**src/rtl/deque_host.sv**
```systemverilog
// Command host for a dual deque: accepts one push/pop command at a time, strobes
// the deque once, waits out the read latency and returns a single response.
module deque_host #(
  parameter int READ_LATENCY = 1
) (
  input  logic       clk,
  input  logic       rst,
  input  logic       cmd_valid,
  output logic       cmd_ready,
  input  logic       cmd_pop,
  input  logic       cmd_deque,
  input  logic       cmd_end,
  input  logic [7:0] cmd_data,
  output logic       rsp_valid,
  input  logic       rsp_ready,
  output logic [7:0] rsp_data,
  output logic       rsp_err,
  output logic       dq_select,
  output logic       dq_end,
  output logic       dq_push,
  output logic       dq_pop,
  output logic [7:0] dq_data_in,
  input  logic [7:0] dq_data_out,
  input  logic       d0_empty,
  input  logic       d0_full,
  input  logic       d1_empty,
  input  logic       d1_full,
  output logic [7:0] err_count
);

  typedef enum logic [1:0] {IDLE, ISSUE, WAIT, RESP} state_t;

  localparam logic [2:0] POP_WAIT_LAST = 3'(READ_LATENCY - 1);

  state_t     state_q;
  logic       cmd_ready_q;
  logic       rsp_valid_q;
  logic [7:0] rsp_data_q;
  logic       rsp_err_q;
  logic [7:0] err_count_q;
  logic [7:0] err_count_d;
  logic       dq_select_q;
  logic       dq_end_q;
  logic       dq_push_q;
  logic       dq_pop_q;
  logic [7:0] dq_data_in_q;
  logic       pop_q;
  logic [2:0] wait_cnt_q;
  logic       flag_hit;

  // Full for a push, empty for a pop, of the deque the command targets.
  assign flag_hit = cmd_deque ? (cmd_pop ? d1_empty : d1_full)
                              : (cmd_pop ? d0_empty : d0_full);

  assign err_count_d = (err_count_q == 8'hFF) ? err_count_q : err_count_q + 8'd1;

  // NOTE: every register in this block uses <= so all of them update from the
  // same pre-edge values; mixing in = here would create order-dependent logic.
  always_ff @(posedge clk) begin
    if (rst) begin
      state_q      <= IDLE;
      cmd_ready_q  <= 1'b1;
      rsp_valid_q  <= 1'b0;
      rsp_data_q   <= 8'h00;
      rsp_err_q    <= 1'b0;
      err_count_q  <= 8'h00;
      dq_select_q  <= 1'b0;
      dq_end_q     <= 1'b0;
      dq_push_q    <= 1'b0;
      dq_pop_q     <= 1'b0;
      dq_data_in_q <= 8'h00;
      pop_q        <= 1'b0;
      wait_cnt_q   <= 3'd0;
    end else begin
      // Strobes are single-cycle pulses out of IDLE only.
      dq_push_q <= 1'b0;
      dq_pop_q  <= 1'b0;
      case (state_q)
        IDLE: begin
          if (cmd_valid) begin
            cmd_ready_q <= 1'b0;
            pop_q       <= cmd_pop;
            if (flag_hit) begin
              state_q     <= RESP;
              rsp_valid_q <= 1'b1;
              rsp_err_q   <= 1'b1;
              rsp_data_q  <= 8'h00;
              err_count_q <= err_count_d;
            end else begin
              state_q      <= ISSUE;
              dq_push_q    <= ~cmd_pop;
              dq_pop_q     <= cmd_pop;
              dq_select_q  <= cmd_deque;
              dq_end_q     <= cmd_end;
              dq_data_in_q <= cmd_data;
            end
          end
        end
        ISSUE: begin
          state_q    <= WAIT;
          wait_cnt_q <= pop_q ? POP_WAIT_LAST : 3'd0;
        end
        WAIT: begin
          if (wait_cnt_q == 3'd0) begin
            state_q      <= RESP;
            rsp_valid_q  <= 1'b1;
            rsp_err_q    <= 1'b0;
            rsp_data_q   <= pop_q ? dq_data_out : 8'h00;
            dq_select_q  <= 1'b0;
            dq_end_q     <= 1'b0;
            dq_data_in_q <= 8'h00;
          end else begin
            wait_cnt_q <= wait_cnt_q - 3'd1;
          end
        end
        RESP: begin
          if (rsp_ready) begin
            state_q     <= IDLE;
            cmd_ready_q <= 1'b1;
            rsp_valid_q <= 1'b0;
            rsp_data_q  <= 8'h00;
            rsp_err_q   <= 1'b0;
          end
        end
        default: state_q <= IDLE;
      endcase
    end
  end

  assign cmd_ready  = cmd_ready_q;
  assign rsp_valid  = rsp_valid_q;
  assign rsp_data   = rsp_data_q;
  assign rsp_err    = rsp_err_q;
  assign err_count  = err_count_q;
  assign dq_select  = dq_select_q;
  assign dq_end     = dq_end_q;
  assign dq_push    = dq_push_q;
  assign dq_pop     = dq_pop_q;
  assign dq_data_in = dq_data_in_q;

endmodule
```
**config.mk**
```make
export PLATFORM = sky130hd
export DESIGN_NAME = deque_host
export DESIGN_NICKNAME = d
export VERILOG_FILES = /design/src/rtl/deque_host.sv
export SDC_FILE = /design/constraint.sdc
export NUM_CORES = 1
export LEC_CHECK = 0
export BUFFER_PORTS_ARGS = -buffer_cell sky130_fd_sc_hd__buf_2
export CAP_MARGIN = 20
export CORE_MARGIN = 2
export CORE_UTILIZATION = 49
export DETAILED_ROUTE_END_ITERATION = 10
export MAX_ROUTING_LAYER = met4
export PLACE_DENSITY = 0.78
export SETUP_SLACK_MARGIN = 0.02
export SYNTH_ARGS = -nofsm -noshare
export SYNTH_HDL_FRONTEND = slang
export SYNTH_SLANG_ARGS = --single-unit
```
**constraint.sdc**
```tcl
create_clock -name clk -period 2.65 [get_ports clk]
set_input_delay 0.53 -clock clk [delete_from_list [all_inputs] [get_ports clk]]
set_output_delay 0.53 -clock clk [all_outputs]
set_load 0.03 [all_outputs]
```
# Word level (Yosys, flattened, before mapping)
# Index checks and enable logic that the tools add are counted.
# classes
add_sub_neg	2
eq_ne	10
mux	36
bitwise_logic	4
reduce_logical	14
# op_table
op	count
$mux 8	8
$pmux 8 s3	1
$pmux 8 s2	1
$mux 1	14
$ne 2x2->1 const B	6
$add 8x1->8 const B	1
$eq 8x8->1 const B	1
$mux 2	4
$pmux 2 s4	1
$reduce_and 4->1	2
$pmux 1 s2	3
$pmux 1 s3	2
$pmux 3 s2	1
$reduce_and 3->1	2
$reduce_bool 2->1	3
$reduce_and 5->1	1
$eq 2x2->1 const B	2
$not 1->1	4
$reduce_and 2->1	2
$reduce_or 4->1	1
$logic_not 3->1	1
$mux 3	1
$reduce_bool 3->1	1
$sub 3x1->3 const B	1
other kinds (2)	2
# word_totals
regBits	37
in_bits	27
out_inout_bits	31
word_cells	79

# Depth between registers and ports, before layout
# depth
word_depth	5
ltp_mapped	8
depth_no_buf	6

# Worst setup path before layout
# No wires, ideal clock.
# synth_path
kind	flip-flop to flip-flop
start	register state_q[0]
end	register rsp_data_q[0], in the netlist rsp_data[0]
setup_time_ns	0.070
arrival_time_ns	1.826
required_time_ns	2.580
setup_slack_ns	0.754
stages_incl_launch_ff	9
n_path_buf	2
synth_period_minus_slack_ns	1.896
cell_sequence	dfxtp_1 inv_1 ha_1 buf_2 nor2b_1 a221oi_1 buf_2 nand3_1 a21oi_1
# synth_between
elab_chain_cells	3
elab_cells_between_ends	10
classes_between	6 x eq/ne; 1 x mux; 3 x reduce/logical
# synth_lines
item	line	text
from (decl)	35	state_t state_q;
from (signal assigned)	61	state_q <= IDLE;
from (signal assigned)	84	state_q <= RESP;
from (signal assigned)	90	state_q <= ISSUE;
$eq 2x2->1 / $logic_not 2->1 (equally long branches)	78	case (state_q)
$ne 2x2->1 (no line) / $reduce_bool 3->1 (equally long branches)	-	
$reduce_and 5->1 (no line)	-	
to (signal assigned)	108	rsp_data_q <= pop_q ? dq_data_out : 8'h00;
to (decl)	38	logic [7:0] rsp_data_q;
# Parallel ways exist; a longest one is shown, timed or not.
# A chain may end at the register's enable or synchronous reset.

# Final worst setup path
# layout_path
start	register state_q[0]
end	register state_q[1]
# layout_between
elab_chain_cells	3
elab_cells_between_ends	9
classes_between	6 x eq/ne; 1 x mux; 2 x reduce/logical
# layout_lines
item	line
$eq 2x2->1 / $logic_not 2->1 (equally long branches)	78
$ne 2x2->1 (no line)	-
$reduce_and 3->1 (no line)	-
# Parallel ways exist; a longest one is shown, timed or not.

==> impl_metrics.tcl <==
set metrics [dict create \
    place_congestion 0.820 \
    area_growth_pct 23.6 \
    dp_hpwl_mm 2.68 \
    syn_avg_cell_area_um2 9.51 \
    synth.distinct_cells 36 \
    viasPerCell 5.30 \
    die_h_um 62.6 \
    setup_viol 0 \
    fin_setup_tns_ps 0 \
    grt.overflow.total 0 \
    fin_hold_ws_ps 379 \
    drc 0 \
    vdd_ir_drop_max_v 0.000421 \
    maxSlewViolCount 0 \
    io_buffers 57 \
    finalCritPeriodShare_pct 80.0 \
    power_density_nw_per_um2 867 \
    core_um2 3310 \
    yosysSeqAreaShare_pct 44.0 \
    crit_start "state_q[0]$_SDFFE_PP0P_" \
    grtUsageTotal_pct 20.0 \
    rows 21 \
    critPathMaxStageDelay_ps 490 \
    io_pins 58 \
    endpoint "state_q[1]$_SDFFE_PP0P_" \
    antenna_left 0 \
    wl_per_cell_um 13.1 \
    cts_setup_buffers 0 \
    nets 271 \
    crit_type "reg2reg" \
    run_status "completed" \
    critPathMaxFanout 16 \
    synth_seq_cells 37 \
    relSlewSlack_pct 57.8 \
    num_antenna_cells 0 \
    r2r-start "state_q[0]$_SDFFE_PP0P_" \
    start_util_pct 50.8 \
    dieArea_um2 3920 \
    synth.most_common_cell "dfxtp_1" \
    cts_tree "built" \
    r2r_slack_ps 530 \
    yosys-top-cells-area "dfxtp_1 (44%), ha_1 (6.7%), a21oi_1 (6.2%), a22o_1 (5.2%), nand3_1 (3.9%)" \
    synth_largest_area_cell "dfxtp_1" \
    cts_max_path_buffers 2 \
    ys.flop_type "dfxtp_1" \
    clock_latency_ps 350 \
    reg2reg_depth 6 \
    path_clk_slew_ps 120 \
    skew_ps 5.39 \
    drv_cap 0 \
    clock-sinks 37 \
    cts_buffers 5 \
    yosysWarnings 0 \
    die_w_um 62.6 \
    synth-edff-count 0 \
    hold_violations 0 \
    worstPathRequired_ps 2910 \
    crit_path_top_delay_cell "a221oi_1" \
    drt_iter0_markers 98 \
    finalWorstPathRequiredPeriod_ps 2120 \
    p_total_mw 1.80 \
    grt_pass1_vias 1314 \
    cp-start-kind "flop" \
    synth_top_cells_by_count "dfxtp_1 (37), a21oi_1 (21), nand3_1 (13), o21ai_0 (13), a22o_1 (10)" \
    endpoint_kind "flop" \
    max_freq_ghz 0.471 \
    syn_area_um2 1680 \
    r2r-end "state_q[1]$_SDFFE_PP0P_" \
    synth_nets 213 \
    drive_gt1_share_pct 31.8 \
    cts-resized-gates 0 \
    worstPathArrival_ps 2380 \
    async_flop_share_pct 0 \
    grt_start_max_net_pins 28 \
    yosys.area.top_type_share_pct 44.0 \
    leakage_nw 0.940 \
    antenna_found_initial 0 \
    root_buffer "clkbuf_4" \
    rsz0062_at_grt "no" \
    route.final.wire_length_mm 3.71 \
    grt_first_pass_wirelength_mm 6.09 \
    ctsHoldBuffers 0 \
    hold_class "in2reg" \
    netlist_instances 177 \
    path_cells "inv_1 > ha_1 > a221oi_1 > buf_4 > nor2_1 > a311oi_1" \
    dr_total_vias 1496 \
    h-tree-depth 2 \
    drtPass1Iterations 4 \
    worst_pin_slew_ps 633 \
]
## worst min-delay path by stage
stage	start	to	slack [ps]	cells after the start
6_report	cmd_data[0]	dq_data_in[0]$_SDFFE_PP0P_	380	2
5_1_grt	cmd_data[5]	dq_data_in[5]$_SDFFE_PP0P_	360	2
4_1_cts	cmd_data[4]	dq_data_in[4]$_SDFFE_PP0P_	370	2
3_5_place_dp	wait_cnt_q[1]$_SDFFE_PP0P_	wait_cnt_q[1]$_SDFFE_PP0P_	460	2
3_3_place_gp	wait_cnt_q[1]$_SDFFE_PP0P_	wait_cnt_q[1]$_SDFFE_PP0P_	440	2
2_1_floorplan	wait_cnt_q[1]$_SDFFE_PP0P_	wait_cnt_q[1]$_SDFFE_PP0P_	430	2
## area by class of cell
type / instances / area (um2)
multi-input cells: 126 / 880
clock buffers: 5 / 37.5
well taps: 46 / 57.6
fillers: 302 / 1230
repair buffers: 58 / 293
clock inverters: 3 / 46.3
inverters: 7 / 26.3
flip-flops and latches: 37 / 741
## cells in the final DEF, fill, tap and decap left out, types with 2 or more instances in the layout
cell | netlist | routed
ha_1 | 9 | 9
a21oi_1 | 21 | 21
buf_2 | 2 | 57
nand3_1 | 13 | 13
and3_1 | 8 | 8
clkbuf_4 | 0 | 5
mux2i_1 | 3 | 3
a22o_1 | 10 | 10
or3b_2 | 2 | 2
o21ai_0 | 13 | 13
or3_1 | 4 | 4
inv_1 | 7 | 7
dfxtp_1 | 37 | 37
nor2b_1 | 2 | 2
or4_1 | 3 | 3
o31ai_1 | 3 | 3
a211oi_1 | 2 | 2
nor2_1 | 9 | 9
nand2b_1 | 2 | 2
a311oi_1 | 2 | 2
nand2_1 | 7 | 7
## metal layers
layer	up-vias	track usage [%]	routed length (um)
li1	769	-	-
met1	678	24.8	1720
met2	42	31.7	1730
met3	7	5.77	180
met4	0	5.83	74
met5	-	-	0
## stage by stage
step	cells	worst slack (ps)	util, %	area [um2]
4_1_cts	282	516	62.8	2080
3_3_place_gp	274	532	60.3	2000
2_1_floorplan	177	754	-	1680
6_report	282	529	62.8	2080
3_5_place_dp	274	530	60.3	2000
5_1_grt	282	374	62.8	2080
## cell families after synthesis
| logic type | share of synthesized area [%] |
|---|---|
| flip-flops | 44.0 |
| buffers and inverters | 3.72 |
| adder cells (fa/ha/maj) | 6.69 |
| XOR/XNOR | 0.521 |
| multiplexers | 3.79 |
| AO/OA/AOI/OAI | 22.2 |
| AND/OR/NAND/NOR | 19.0 |
## sequential cells by signal, summed over array words and instances (netlist names)
signal and count:
dq_select 1, pop_q 1, dq_push 1, rsp_err 1
err_count 8, rsp_valid 1, wait_cnt_q 3, rsp_data 8
dq_data_in 8, dq_end 1, state_q 2, dq_pop 1
cmd_ready 1
## power by group
group          total, mW  internal, mW  switching, mW
Sequential         0.688         0.629         0.0594
Combinational      0.718         0.249          0.470
Clock              0.398         0.200          0.198
## worst max-delay path: cells and delay by family, from the launching register on
| kind | cells | cell delay [ps] |
|---|---|---|
| buffers and inverters | 2 | 370 |
| flip-flops | 1 | 440 |
| AO/OA/AOI/OAI | 2 | 730 |
| AND/OR/NAND/NOR | 1 | 50 |
| adder cells (fa/ha/maj) | 1 | 430 |
No activity file was read; power rests on OpenSTA's default activity.
